--- config.mk ---
export PLATFORM = sky130hd
export DESIGN_NAME = sipo_rx_ctrl_flat
export DESIGN_NICKNAME = d
export VERILOG_FILES = /design/src/rtl/sipo_pkg.sv /design/src/rtl/sipo_rx_ctrl_if.sv /design/src/rtl/sipo_shreg.sv /design/src/rtl/sipo_rx_ctrl.sv /design/src/flat_wrapper.sv
export SDC_FILE = /design/constraint.sdc
export NUM_CORES = 1
export LEC_CHECK = 0
export CAP_MARGIN = 20
export CORE_UTILIZATION = 46
export CTS_CLUSTER_SIZE = 30
export DETAILED_ROUTE_END_ITERATION = 10
export PLACE_DENSITY = 0.75
export SYNTH_ARGS = -nofsm -noshare
export SYNTH_HDL_FRONTEND = slang
export SYNTH_SLANG_ARGS = --single-unit
--- constraint.sdc ---
create_clock -name clk -period 1.5 [get_ports clk]
set_input_delay 0.3 -clock clk [delete_from_list [all_inputs] [get_ports clk]]
set_output_delay 0.3 -clock clk [all_outputs]
set_load 0.01 [all_outputs]
--- src/rtl/sipo_pkg.sv ---
// Shared types and width helpers for the SIPO frame receiver.
package sipo_pkg;

  typedef enum logic [1:0] {
    IDLE  = 2'd0,
    SHIFT = 2'd1,
    HOLD  = 2'd2
  } state_e;

  function automatic int cnt_w(input int width);
    return $clog2(width + 1);
  endfunction

  function automatic int tmr_w(input int timeout);
    return (timeout < 2) ? 1 : $clog2(timeout + 1);
  endfunction

endpackage

--- src/rtl/sipo_rx_ctrl_if.sv ---
// Bit-in / word-out bundle between serial source, controller and consumer.
interface sipo_rx_ctrl_if #(
  parameter int WIDTH = 4
);
  import sipo_pkg::*;

  localparam int CW = cnt_w(WIDTH);

  logic             start;
  logic             sin;
  logic             sin_valid;
  logic [WIDTH-1:0] dout;
  logic             out_valid;
  logic             out_ready;
  logic             busy;
  logic [CW-1:0]    bit_cnt;
  logic             overrun;
  logic             clr_ovr;
  logic             frame_err;

  modport master (
    output start, sin, sin_valid, out_ready, clr_ovr,
    input  dout, out_valid, busy, bit_cnt, overrun, frame_err
  );

  modport slave (
    input  start, sin, sin_valid, out_ready, clr_ovr,
    output dout, out_valid, busy, bit_cnt, overrun, frame_err
  );

endinterface

--- src/rtl/sipo_shreg.sv ---
// Shift register: serial in at the MSB, contents move toward bit 0.
module sipo_shreg #(
  parameter int WIDTH = 4
) (
  input  logic             clk,
  input  logic             rst,
  input  logic             clr_i,
  input  logic             en_i,
  input  logic             sin_i,
  output logic [WIDTH-1:0] q_o
);

  logic [WIDTH-1:0] q_q;

  always_ff @(posedge clk or posedge rst) begin
    if (rst) begin
      q_q <= '0;
    end else if (clr_i) begin
      q_q <= '0;
    end else if (en_i) begin
      q_q <= {sin_i, q_q[WIDTH-1:1]};
    end
  end

  assign q_o = q_q;

endmodule

--- src/rtl/sipo_rx_ctrl.sv ---
// Frame controller: counts WIDTH bits into the shift register, holds the
// finished word on a valid/ready port, flags overrun and frame timeout.
module sipo_rx_ctrl
  import sipo_pkg::*;
#(
  parameter int WIDTH   = 4,
  parameter int TIMEOUT = 0
) (
  input logic           clk,
  input logic           rst,
  sipo_rx_ctrl_if.slave rx
);

  localparam int CW = cnt_w(WIDTH);
  localparam int TW = tmr_w(TIMEOUT);
  localparam logic [CW-1:0] CLAST = CW'(WIDTH - 1);
  localparam logic [TW-1:0] TLAST =
    TW'((TIMEOUT > 0) ? TIMEOUT - 1 : 0);

  state_e           state_q;
  logic [CW-1:0]    cnt_q;
  logic [TW-1:0]    tmr_q;
  logic [WIDTH-1:0] dout_q;
  logic [WIDTH-1:0] sh_q;
  logic [WIDTH-1:0] sh_nxt;
  logic             ovalid_q;
  logic             busy_q;
  logic             ovr_q;
  logic             ferr_q;
  logic             sh_clr;
  logic             sh_en;
  logic             tmo;
  logic             unused_lsb;

  // start clears the register unless a pending word blocks it
  assign sh_clr = rx.start &&
    ((state_q != HOLD) || rx.out_ready);
  assign sh_en  = (state_q == SHIFT) &&
    rx.sin_valid && !rx.start;
  assign sh_nxt = {rx.sin, sh_q[WIDTH-1:1]};
  assign tmo    = (TIMEOUT > 0) && (tmr_q == TLAST);
  assign unused_lsb = sh_q[0];

  sipo_shreg #(.WIDTH(WIDTH)) u_shreg (
    .clk   (clk),
    .rst   (rst),
    .clr_i (sh_clr),
    .en_i  (sh_en),
    .sin_i (rx.sin),
    .q_o   (sh_q)
  );

  always_ff @(posedge clk or posedge rst) begin
    if (rst) begin
      state_q  <= IDLE;
      cnt_q    <= '0;
      tmr_q    <= '0;
      dout_q   <= '0;
      ovalid_q <= 1'b0;
      busy_q   <= 1'b0;
      ovr_q    <= 1'b0;
      ferr_q   <= 1'b0;
    end else begin
      ferr_q <= 1'b0;
      if (rx.clr_ovr) ovr_q <= 1'b0;
      unique case (state_q)
        IDLE: begin
          if (rx.start) begin
            state_q <= SHIFT;
            busy_q  <= 1'b1;
            cnt_q   <= '0;
            tmr_q   <= '0;
          end
        end
        SHIFT: begin
          if (rx.start) begin
            cnt_q <= '0;
            tmr_q <= '0;
          end else if (rx.sin_valid) begin
            tmr_q <= '0;
            if (cnt_q == CLAST) begin
              dout_q   <= sh_nxt;
              ovalid_q <= 1'b1;
              busy_q   <= 1'b0;
              cnt_q    <= '0;
              state_q  <= HOLD;
            end else begin
              cnt_q <= cnt_q + 1'b1;
            end
          end else if (tmo) begin
            state_q <= IDLE;
            busy_q  <= 1'b0;
            cnt_q   <= '0;
            tmr_q   <= '0;
            ferr_q  <= 1'b1;
          end else if (TIMEOUT > 0) begin
            tmr_q <= tmr_q + 1'b1;
          end
        end
        HOLD: begin
          // a set in the same cycle as clr_ovr overrides the clear
          if (rx.sin_valid) ovr_q <= 1'b1;
          if (rx.out_ready) begin
            ovalid_q <= 1'b0;
            if (rx.start) begin
              state_q <= SHIFT;
              busy_q  <= 1'b1;
              cnt_q   <= '0;
              tmr_q   <= '0;
            end else begin
              state_q <= IDLE;
            end
          end
        end
        default: begin
          state_q <= IDLE;
          busy_q  <= 1'b0;
        end
      endcase
    end
  end

  assign rx.dout      = dout_q;
  assign rx.out_valid = ovalid_q;
  assign rx.busy      = busy_q;
  assign rx.bit_cnt   = cnt_q;
  assign rx.overrun   = ovr_q;
  assign rx.frame_err = ferr_q;

endmodule
--- src/flat_wrapper.sv ---
// flat-port wrapper written by rule: the top's interface ports become plain ports
module sipo_rx_ctrl_flat import sipo_pkg::*;
#(
  parameter int WIDTH   = 4,
  parameter int TIMEOUT = 0
)
  (clk, rst, rx_start, rx_sin, rx_sin_valid, rx_out_ready, rx_clr_ovr, rx_dout, rx_out_valid, rx_busy, rx_bit_cnt, rx_overrun, rx_frame_err);
  sipo_rx_ctrl_if #(.WIDTH(WIDTH)) rx_i ();
  input logic clk;
  input logic rst;
  input wire logic [$bits(rx_i.start)-1:0] rx_start;
  input wire logic [$bits(rx_i.sin)-1:0] rx_sin;
  input wire logic [$bits(rx_i.sin_valid)-1:0] rx_sin_valid;
  input wire logic [$bits(rx_i.out_ready)-1:0] rx_out_ready;
  input wire logic [$bits(rx_i.clr_ovr)-1:0] rx_clr_ovr;
  output wire logic [$bits(rx_i.dout)-1:0] rx_dout;
  output wire logic [$bits(rx_i.out_valid)-1:0] rx_out_valid;
  output wire logic [$bits(rx_i.busy)-1:0] rx_busy;
  output wire logic [$bits(rx_i.bit_cnt)-1:0] rx_bit_cnt;
  output wire logic [$bits(rx_i.overrun)-1:0] rx_overrun;
  output wire logic [$bits(rx_i.frame_err)-1:0] rx_frame_err;
  assign rx_i.start = rx_start;
  assign rx_i.sin = rx_sin;
  assign rx_i.sin_valid = rx_sin_valid;
  assign rx_i.out_ready = rx_out_ready;
  assign rx_i.clr_ovr = rx_clr_ovr;
  assign rx_dout = rx_i.dout;
  assign rx_out_valid = rx_i.out_valid;
  assign rx_busy = rx_i.busy;
  assign rx_bit_cnt = rx_i.bit_cnt;
  assign rx_overrun = rx_i.overrun;
  assign rx_frame_err = rx_i.frame_err;
  sipo_rx_ctrl #(.WIDTH(WIDTH), .TIMEOUT(TIMEOUT)) u_core (.clk(clk), .rst(rst), .rx(rx_i));
endmodule
Word level (Yosys, flattened, before mapping)
Index checks and enable logic that the tools add are counted.
{ "word_totals": {"register_bits": 16, "in_bits": 7, "out_inout_bits": 11, "wordCells": 62} }
{ "op_classes": {"add_sub_neg": 1, "n_eq_ne": 10, "n_mux": 29, "bitwise_logic": 1, "n_reduce_logical": 14} }
{ "ops": {"columns": ["operator", "n"], "rows": [
  ["$mux W3", 5],
  ["$mux W1", 13],
  ["$ne A2 B2 Y1 const B", 6],
  ["$mux W2", 5],
  ["$reduce_and A5 Y1", 2],
  ["$pmux W3 S3", 1],
  ["$mux W4", 2],
  ["$reduce_and A4 Y1", 2],
  ["$pmux W2 S3", 1],
  ["$reduce_bool A2 Y1", 2],
  ["$add A3 B1 Y3 const B", 1],
  ["$eq A3 B2 Y1 const B", 1],
  ["$logic_and A1 B1 Y1", 3],
  ["$ne A3 B3 Y1 const B", 1],
  ["$pmux W1 S3", 1],
  ["$reduce_and A3 Y1", 1],
  ["$reduce_bool A3 Y1", 1],
  ["$eq A2 B1 Y1 const B", 1],
  ["$eq A2 B2 Y1 const B", 1],
  ["$logic_not A2 Y1", 1],
  ["$pmux W1 S2", 1],
  ["$logic_not A1 Y1", 1],
  ["$logic_or A1 B1 Y1", 1],
  ["$not A1 Y1", 1]
]} }

Logic depth before layout (Yosys ltp)
{ "logic_depth": {"ltp_word": 5, "depth_mapped": 5, "ltp_nobuf": 5} }

Hierarchy
From an unflattened synthesis, not the netlist that was laid out.
{ "hier_totals": {"hier_cells": 66, "area_unflattened_um2": 775.7} }
{ "by_module_without_submodules": {"columns": ["module", "n_inst", "cells_each", "area_each_um2", "seq_area_each_um2"], "rows": [
  ["sipo_rx_ctrl", 1, 52, 611.8, 300.3],
  ["sipo_shreg", 1, 14, 163.9, 100.1]
]} }

Worst setup path after synthesis
OpenSTA, ideal clock, no wires.
{ "synth_timing": {"path_kind": "register to register", "from": "register u_core.cnt_q[0] (netlist: u_core.rx.bit_cnt[0])", "to": "register u_core.dout_q[0] (netlist: u_core.rx.dout[0])", "setup_time_ps": 125, "arrival_ps": 1242, "t_required_ps": 1375, "path_slack_ps": 133, "stages_incl_launch_ff": 5, "n_path_buf": 0, "period_less_slack_ps": 1367, "cell_sequence": "dfrtp_1 > ha_1 > and2b_1 > nand2_4 > mux2_4"} }
{ "synth_via": {"elab_chain_cells": 2} }
{ "synth_rtl": {"columns": ["item", "line", "source"], "rows": [
  ["start: declaration", "sipo_rx_ctrl.sv:21", "logic [CW-1:0] cnt_q;"],
  ["start signal: assignment", "sipo_rx_ctrl.sv:88", "cnt_q <= cnt_q + 1'b1;"],
  ["$eq A3 B2 Y1", "sipo_rx_ctrl.sv:81", "if (cnt_q == CLAST) begin"],
  ["$reduce_and A4 Y1 (no line)", null, null],
  ["end signal: assignment", "sipo_rx_ctrl.sv:82", "dout_q <= sh_nxt;"],
  ["end: declaration", "sipo_rx_ctrl.sv:23", "logic [WIDTH-1:0] dout_q;"]
]} }
No other way between the ends.
A chain may end at the register's enable or synchronous reset.

Final worst setup path
{ "layout_timing": {"from": "register u_core.ovr_q (netlist: u_core.rx.overrun)", "to": "output rx_overrun"} }
{ "layout_lines": {"columns": ["item", "line", "source"], "rows": [
  ["start: declaration", "sipo_rx_ctrl.sv:28", "logic ovr_q;"],
  ["start signal: assignment", "sipo_rx_ctrl.sv:61", "ovr_q <= 1'b0;"],
  ["start signal: assignment", "sipo_rx_ctrl.sv:65", "if (rx.clr_ovr) ovr_q <= 1'b0;"],
  ["start signal: assignment", "sipo_rx_ctrl.sv:102", "if (rx.sin_valid) ovr_q <= 1'b1;"],
  ["end: declaration", "flat_wrapper.sv:20", "output wire logic [$bits(rx_i.overrun)-1:0] rx_overrun;"]
]} }
No word-level cell between the ends.

==> metrics.csv <==
stage,metric,value,unit
run_status,status,"complete, no violations",
logic_synthesis,Synth Instances,62,
clock_tree,clock latency on the worst-skew pair,0.28,ns
sta,worst hold margin,0.310,ns
floorplan,die area,1760,sq um
critical_path,capture point of the worst path,rx_overrun,
clock_tree,Worst-path clk slew,0.09,ns
floorplan,# IOs,18,
global_routing,grt total ovfl,0,
clock_tree,CTS tree,yes,
final_layout,register area,375,sq um
logic_synthesis,area fraction of the dominant cell type after synthesis,51.0,%
logic_synthesis,Netlist Area Pre-Place,736,sq um
critical_path,CP startpoint kind,flop,
floorplan,Die W,42.0,um
sta,final critical-path required period,1.46,ns
final_layout,# diodes,0,
final_layout,Final #Nets,98,
job,number of max-cap violations,0,
critical_path,CP Depth,1,
final_layout,post-layout util,66.5,%
place,post-DP HPWL,1040,um
critical_path,Crit Path Max Fanout,2,
sta,skew final,0.00668,ns
sta,unrepaired setup endpoints after global routing,no,
global_routing,vias in the first global route,558,
place,IO buf count,16,
logic_synthesis,sequential fraction of the synthesis area,51.0,%
floorplan,Initial Util,48.8,%
global_routing,antenna violations before repair,0,
sta,Final Hold Viols,0,
power,Pwr per Cell Area,1160,nW/um^2
critical_path,worst-path cell chain,clkdlybuf4s50_1,
routing,vias per cell,5.29,
place,global placement routability congestion,0.754,
critical_path,"Arr. time, crit path",1.16,ns
routing,DRT antenna net count,0,
critical_path,RR Endpoint,u_core.rx.dout[2],
final_layout,area grow syn2layout,36.2,%
clock_tree,CTS Hold Buffers Added,0,
critical_path,Reg2Reg Setup Slack,0.06,ns
clock_tree,clk sinks,15,
sta,final setup fails,0,
global_routing,pin count of the biggest net entering global routing,16,
critical_path,Reg-to-Reg Start,u_core.rx.bit_cnt[0],
floorplan,die height,42.0,um
routing,DR iter-0 viols,3,
logic_synthesis,yosys warns,0,
clock_tree,clk root buf,clkbuf_4,
logic_synthesis,syn nets,70,
power,Worst VDD drop,711,uV
place,DP Area,961,sq um
logic_synthesis,ranking of synthesized cells by area,"dfrtp_1 (51%), mux2_4 (12%), nand2_1 (3.6%)",
logic_synthesis,Syn Area/Cell,11.9,sq um
critical_path,cells on worst reg2reg path,4,
sta,fmax,686,MHz
floorplan,core area,1510,sq um
routing,DR vias,555,
logic_synthesis,"FF+latch count, synth",15,
sta,Sum Neg Setup Slack,0,ns
sta,final period utilization,97.1,%
global_routing,GRT Total Usage,17.9,%
floorplan,FP Rows,14,
critical_path,CP Launch Point,u_core.rx.overrun,
final_layout,Multi-input gate area,330,sq um
place,pre-CTS setup slack,-0.139,ns
final_layout,Fillers,125,
worst_hold_path,worst min path class,input port to asynchronous set/reset pin,
routing,# DRC,0,
clock_tree,Num CTS Buffers,3,
routing,DR WL/cell,12.9,um
critical_path,Max stage delay on crit path,0.53,ns
clock_tree,H-tree depth,1,
critical_path,Critical Path End Type,primary output,
final_layout,"Design Area, Final",1000,sq um
sta,fin worst setup slack,0.0432,ns
sta,Slew Limit Fails,0,
routing,first drt pass iteration count,3,
global_routing,first-pass GRT wire length,2400,um
critical_path,Worst EP required,1.20,ns
critical_path,Slowest cell on crit path,clkdlybuf4s50_1,
clock_tree,Max clock buf depth,2,
logic_synthesis,distinct cell type count after synthesis,28,
critical_path,Worst Path Buf+Inv,1,
power,P_leak,0.567,nW
critical_path,CP top delay family,buffers and inverters,
logic_synthesis,Yosys top cell by area,dfrtp_1,
critical_path,Critical Setup Path Class,flop to primary output,
final_layout,share of post-route cells with drive strength above 1,29.2,%
routing,DRT Wirelength,1360,um
[repair_timing]
action	4_1_cts	5_1_grt
gates resized for setup	3	4
buffers inserted	1	0
setup endpoints to repair	4	4
[cells in the mapped netlist]
cell / number
nand3_1: 2
nand2_4: 2
ha_1: 1
o21bai_1: 1
a221oi_1: 1
nor2_1: 1
conb_1: 1
buf_4: 2
o21ai_0: 1
and2b_1: 1
dfrtp_1: 15
inv_1: 3
o21a_1: 1
inv_2: 1
a22o_1: 3
nor3_4: 1
o21ai_2: 2
mux2_4: 6
nor3_1: 1
or2_1: 1
a21oi_1: 2
o31ai_1: 1
a21boi_1: 1
o21ai_1: 1
nor2b_1: 1
nor3b_1: 1
and2b_4: 1
nand2_1: 7
[metrics by stage]
stage               cells  power (mW)
floorplan              62       0.763
global placement      100       0.952
detailed placement    100       0.965
CTS                   105        1.18
global route          105        1.25
finish                105        1.16
[area by class of cell]
cell class	instances	share of cell area, %
flip-flops and latches	15	37.5
multi-input cells	41	33.0
repair buffers	25	23.3
clock buffers	3	2.25
well taps	16	2.00
inverters	4	1.50
clock inverters	1	0.499
[report_power, final]
| part | internal [mW] | switching (mW) | total [mW] | leakage, nW |
|---|---|---|---|---|
| Combinational | 0.243 | 0.162 | 0.405 | 0.351 |
| Sequential | 0.476 | 0.0554 | 0.531 | 0.198 |
| Clock | 0.0987 | 0.126 | 0.224 | 0.0177 |
[worst min-delay path by stage]
stage,startpoint,end,slack (ns),cells past startpoint
detailed placement,u_core.rx.out_valid,u_core.rx.out_valid,0.47,2
global placement,u_core.rx.out_valid,u_core.rx.out_valid,0.46,2
floorplan,rst,u_core.rx.bit_cnt[0],0.20,1
CTS,rst,u_core.u_shreg.q_o[2],0.32,3
global route,rst,u_core.u_shreg.q_o[2],0.34,3
finish,rst,u_core.u_shreg.q_o[2],0.31,3
[state kept, by name, summed over array words and instances (netlist names)]
signal,count
u_core.rx.bit_cnt,3
u_core.rx.busy,1
u_core.rx.dout,4
u_core.rx.out_valid,1
u_core.rx.overrun,1
u_core.state_q,2
u_core.u_shreg.q_o,3
[per-layer routing]
metal / vias to the layer above / global-route usage (%) / wire, um
met4: 0 / 5.81 / 0
met1: 274 / 24.1 / 643
met3: 0 / 3.88 / 50
met5: - / 0 / 0
li1: 269 / - / -
met2: 12 / 28.7 / 665
[cell usage in the layout, fill, tap and decap left out]
cell type,count
dfrtp_1,15
clkdlybuf4s50_1,9
buf_4,9
nand2_1,7
mux2_4,6
dlymetal6s2s_1,4
inv_1,3
a22o_1,3
clkbuf_4,3
dlygate4sd2_1,3
nand2_4,2
o21ai_2,2
a21oi_1,2
nand3_1,2
inv_2,1
and2b_4,1
nor2_1,1
or2_1,1
a21boi_1,1
and2b_1,1
nor3_4,1
nor2b_1,1
nor3_1,1
nor3b_1,1
o21ai_0,1
o21ai_1,1
o21a_1,1
o21bai_1,1
a221oi_1,1
o31ai_1,1
ha_1,1
conb_1,1
clkinv_2,1
[cell families (layout without fill, tap and decap cells)]
kind of cell	count (synthesis)	in the layout	synth area share (%)
AO/OA/AOI/OAI	14	14	13.9
AND/OR/NAND/NOR	19	19	16.5
buffers and inverters	6	33	4.08
flip-flops	15	15	51.0
other	1	1	0.510
adder cells (fa/ha/maj)	1	1	1.70
multiplexers	6	6	12.2
Note: power is estimated with default switching activity, not from simulation.
